--- config.mk ---
export PLATFORM = sky130hd
export DESIGN_NAME = sfm_acc_feeder
export DESIGN_NICKNAME = d
export VERILOG_FILES = /design/src/rtl/sfm_acc_feeder.sv
export SDC_FILE = /design/constraint.sdc
export NUM_CORES = 1
export LEC_CHECK = 0
export CAP_MARGIN = 20
export CELL_PAD_IN_SITES_DETAIL_PLACEMENT = 1
export CELL_PAD_IN_SITES_GLOBAL_PLACEMENT = 2
export CORE_AREA = 2 2 180 182
export DETAILED_ROUTE_END_ITERATION = 8
export DIE_AREA = 0 0 182 184
export PLACE_DENSITY_LB_ADDON = 0.1
export SLEW_MARGIN = 5
export SYNTH_ARGS = -nofsm -noshare
export SYNTH_HDL_FRONTEND = slang
export SYNTH_SLANG_ARGS = --single-unit
--- constraint.sdc ---
create_clock -name clk_i -period 1.29 [get_ports clk_i]
set_input_delay 0.3225 -clock clk_i [delete_from_list [all_inputs] [get_ports clk_i]]
set_output_delay 0.3225 -clock clk_i [all_outputs]
set_load 0.005 [all_outputs]
--- src/rtl/sfm_acc_feeder.sv ---
// sfm_acc_feeder: serializes exponential beats (factor first, then strobed lanes) onto the softmax accumulator add/mul ports.
// Widths default to FP32 addends and FP16ALT factors.
// Define SFM_ACC_FEEDER_CNT_EN to implement the issued-addend counter on add_cnt_o; otherwise it is tied to 0.
module sfm_acc_feeder #(
    parameter int ADD_WIDTH = 32,
    parameter int MUL_WIDTH = 16,
    parameter int N_LANES   = 4,
    parameter int CNT_WIDTH = 16
) (
    input  logic                         clk_i,
    input  logic                         rst_ni,
    input  logic                         clear_i,
    input  logic                         in_valid_i,
    output logic                         in_ready_o,
    input  logic [N_LANES*ADD_WIDTH-1:0] in_data_i,
    input  logic [N_LANES-1:0]           in_strb_i,
    input  logic                         in_fact_en_i,
    input  logic [MUL_WIDTH-1:0]         in_fact_i,
    input  logic                         in_last_i,
    input  logic                         acc_ready_i,
    output logic                         add_valid_o,
    output logic [ADD_WIDTH-1:0]         add_o,
    output logic                         mul_valid_o,
    output logic [MUL_WIDTH-1:0]         mul_o,
    output logic                         done_o,
    output logic [CNT_WIDTH-1:0]         add_cnt_o
);
    typedef enum logic [1:0] {IDLE, MUL, ADD, DONE} state_t;
    state_t                       r_state, w_next;
    logic [N_LANES*ADD_WIDTH-1:0] r_data;
    logic [N_LANES-1:0]           r_strb, w_bit, w_rem;
    logic [MUL_WIDTH-1:0]         r_fact;
    logic                         r_last;
    logic [ADD_WIDTH-1:0]         w_lane;
    // select the lowest still-pending lane and its data
    always_comb begin
        w_bit  = '0;
        w_lane = '0;
        for (int i = N_LANES - 1; i >= 0; i--) begin
            if (r_strb[i]) begin
                w_bit    = '0;
                w_bit[i] = 1'b1;
                w_lane   = r_data[i*ADD_WIDTH +: ADD_WIDTH];
            end
        end
    end
    assign w_rem = r_strb & ~w_bit;
    // next-state decode
    always_comb begin
        w_next = r_state;
        unique case (r_state)
            IDLE: if (in_valid_i) w_next = in_fact_en_i ? MUL : |in_strb_i ? ADD : in_last_i ? DONE : IDLE;
            MUL:  if (acc_ready_i) w_next = |r_strb ? ADD : r_last ? DONE : IDLE;
            ADD:  if (acc_ready_i) w_next = |w_rem ? ADD : r_last ? DONE : IDLE;
            DONE: w_next = IDLE;
        endcase
    end
    // state register and single beat buffer; strobe bits retire as lanes are accepted
    always_ff @(posedge clk_i) begin
        if (!rst_ni || clear_i) begin
            r_state <= IDLE;
            r_data  <= '0;
            r_strb  <= '0;
            r_fact  <= '0;
            r_last  <= 1'b0;
        end else begin
            r_state <= w_next;
            if (r_state == IDLE && in_valid_i) begin
                r_data <= in_data_i;
                r_strb <= in_strb_i;
                r_fact <= in_fact_i;
                r_last <= in_last_i;
            end else if (r_state == ADD && acc_ready_i) begin
                r_strb <= w_rem;
            end
        end
    end
    assign in_ready_o  = r_state == IDLE;
    assign add_valid_o = r_state == ADD;
    assign mul_valid_o = r_state == MUL;
    assign done_o      = r_state == DONE;
    assign add_o       = add_valid_o ? w_lane : '0;
    assign mul_o       = mul_valid_o ? r_fact : '0;
`ifdef SFM_ACC_FEEDER_CNT_EN
    logic [CNT_WIDTH-1:0] r_cnt;
    // count addends handed to the accumulator, wrapping naturally
    always_ff @(posedge clk_i) begin
        if (!rst_ni || clear_i) r_cnt <= '0;
        else if (r_state == ADD && acc_ready_i) r_cnt <= r_cnt + CNT_WIDTH'(1);
    end
    assign add_cnt_o = r_cnt;
`else
    assign add_cnt_o = '0;
`endif
endmodule

==> results_dict.tcl <==
set metrics [dict create \
    drive_gt1_share_pct 48.04 \
    peakVddDrop_mv 0.8877 \
    clk_pin_slew_worst_paths_ns 0.07 \
    holdWs_ns 0.4452 \
    htreeDepth 4 \
    first_iter_violations 273 \
    startpoint_type "flop" \
    cp_data_required_time_ns 0.97 \
    grt_usage_pct 18.30 \
    io_pins 223 \
    grt_pass1_vias 7539 \
    synth.distinct_cells 35 \
    clockBufferDepth 2 \
    slew_headroom_pct 37.53 \
    synth_ff_type "dfxtp_1" \
    yosysTopAreaCell "dfxtp_1" \
    p_leak_nw 5.142 \
    vias 7590 \
    fillerInstances 3501 \
    fin_nets 1391 \
    core_area_um2 31390 \
    setup_violations 203 \
    slew_violations 0 \
    worstSetupPathType "flop to output pin" \
    crit_fanout 5 \
    clockRootBuffer "clkbuf_16" \
    fmax_mhz 492.9 \
    rows 65 \
    finish.instance_area_um2 13550 \
    async_reset_ff_share_pct 0 \
    finalPower_mw 13.11 \
    netlist_top_cells_count "nand2_1, a21oi_1, dfxtp_1" \
    tightestPinTransition_ns 0.9355 \
    grt_setup_unrepaired "true" \
    synth_top_area_share_pct 44.22 \
    ys_warn_count 0 \
    fin_crit_ns 2.029 \
    viasPerCell 4.594 \
    syn_area_um2 6837 \
    cellPowerDensity_nw_per_um2 967.6 \
    hold_class "input port to flop" \
    ant_nets 0 \
    synth_top_cells_by_area "dfxtp_1, nand2_1, a21oi_1" \
    drc 0 \
    avgSynthCellArea_um2 7.265 \
    cts_inserted_buffers 17 \
    skew_ns 0.008370 \
    gp_congestion 0.7306 \
    antenna_found_initial 2 \
    dieArea_um2 33490 \
    io_buffers 206 \
    setup_ws_ns -0.7389 \
    post-route-util_pct 43.16 \
    status "finished with violations" \
    dp.cells 1539 \
    clock_sinks 151 \
    area_delta_synth_final_pct 98.19 \
    endpoint_kind "output pin" \
    maxCapViolCount 0 \
    clock_latency_ns 0.43 \
    worstPathArrival_ns 1.71 \
    final_cells 1652 \
    overflow 0 \
    grt_max_degree 32 \
    placed_area_um2 9859 \
    grt_pass1_wl_mm 46.34 \
    period_share_pct 157.3 \
    start_util_pct 21.78 \
    die_h_um 184 \
    synth-seq-cells 151 \
    yosysSeqAreaShare_pct 44.22 \
    finalHoldViolCount 0 \
    violations "setup timing" \
    syn_inst 941 \
    place_hpwl_mm 19.90 \
    dr.pass1.iters 5 \
    cts_tree "yes" \
    wl_per_cell_um 19.80 \
    synth.most_common_cell "nand2_1" \
    synth-edff-count 0 \
    wirelength_mm 32.71 \
    die_w_um 182 \
]
[placed cells by master (no fill, tap or decap), types with 3 or more instances in the layout]
master and count:
clkbuf_16 26, nand2_8 4, buf_8 9, buf_12 44, and2_4 15, nor2_1 4, conb_1 16, and2b_4 3
nand2_2 41, nand3_2 19, buf_16 16, buf_2 35, dfxtp_4 5, o21ai_2 25, inv_1 3, nand2_4 93
buf_6 50, dfxtp_1 145, nand3_4 10, bufinv_16 3, buf_4 32, a21oi_2 146, clkdlybuf4s50_1 153, inv_6 4
o21ai_1 5, a21oi_1 71, a2bb2oi_1 3, nand3b_1 33, nand3_1 6, nand2_1 193, nand2b_4 4, clkinvlp_4 4
[worst paths after layout]
check                startpoint          to  slack (ns)  cells past startpoint
setup / recovery     r_state[0]   add_o[31]       -0.74                      8
hold / removal    in_data_i[91]  r_data[91]        0.45                      3
setup reg to reg     r_state[0]   r_strb[1]       -0.60                     11
hold reg to reg      r_data[53]  r_data[53]        0.46                      2
[routing by layer]
metal,vias to the layer above,GRT usage (%),share of wire [%]
met5,-,0,0
li1,3725,-,-
met1,3673,25.21,47
met3,21,2.635,3.2
met2,171,30.23,48
met4,0,4.226,0.93
[repair_timing]
| item | in CTS | in global routing |
|---|---|---|
| buffers inserted | 35 | 24 |
| resized for setup | 392 | 406 |
| endpoints found under the setup margin | 203 | 203 |
| gates cloned | 26 | 13 |
| hold buffers | 0 | 0 |
| pin swaps | 36 | 143 |
[per-stage QoR]
stage	TNS (ns)	worst slack, ns
finish	-110.99	-0.7389
global route	-124.70	-0.8110
detailed placement	-95.19	-0.7601
floorplan	-0.02494	-0.006234
global placement	-97.72	-0.7374
CTS	-81.20	-0.7817
[power by group]
group / total, mW / internal [mW] / switching [mW]
sequential: 4.93 / 4.81 / 0.119
clock: 5.37 / 3.14 / 2.23
combinational: 2.82 / 1.49 / 1.32
total: 13.1 / 9.44 / 3.67
[sequential cells by signal, indices dropped and copies added, names as in the netlist]
name and cells:
r_state 2, r_data 128, r_last 1, r_fact 16, r_strb 4
[worst max-delay path: stages, from the launching register on]
cell and delay (ns):
dfxtp_4 0.35, nand2b_4 0.15, inv_6 0.08, buf_12 0.13
buf_12 0.12, buf_16 0.12, nand3_2 0.07, o21ai_2 0.10
buf_2 0.14
[cells by family (layout without fill, tap and decap cells)]
logic type      after synthesis  after routing  share of synthesized area, %
other cells                   1             17                       0.05485
fa+ha+maj                     1              1                        0.1464
compound gates              260            260                         19.47
buf+inv                     100            387                         8.913
flops                       151            151                         44.22
simple gates                428            434                         27.20
[area by class of cell]
type                       count  area (um2)  area share [%]
inverter                       4       20.02          0.1478
multi-input combinational    711        5120           37.79
sequential                   151        3043           22.46
clock buffer                  20       446.7           3.297
tap                          402       503.0           3.712
antenna                        1       2.502         0.01847
clock inverter                12       166.4           1.228
timing repair buffer         351        4248           31.35
Power figures use the tool's default switching activity.
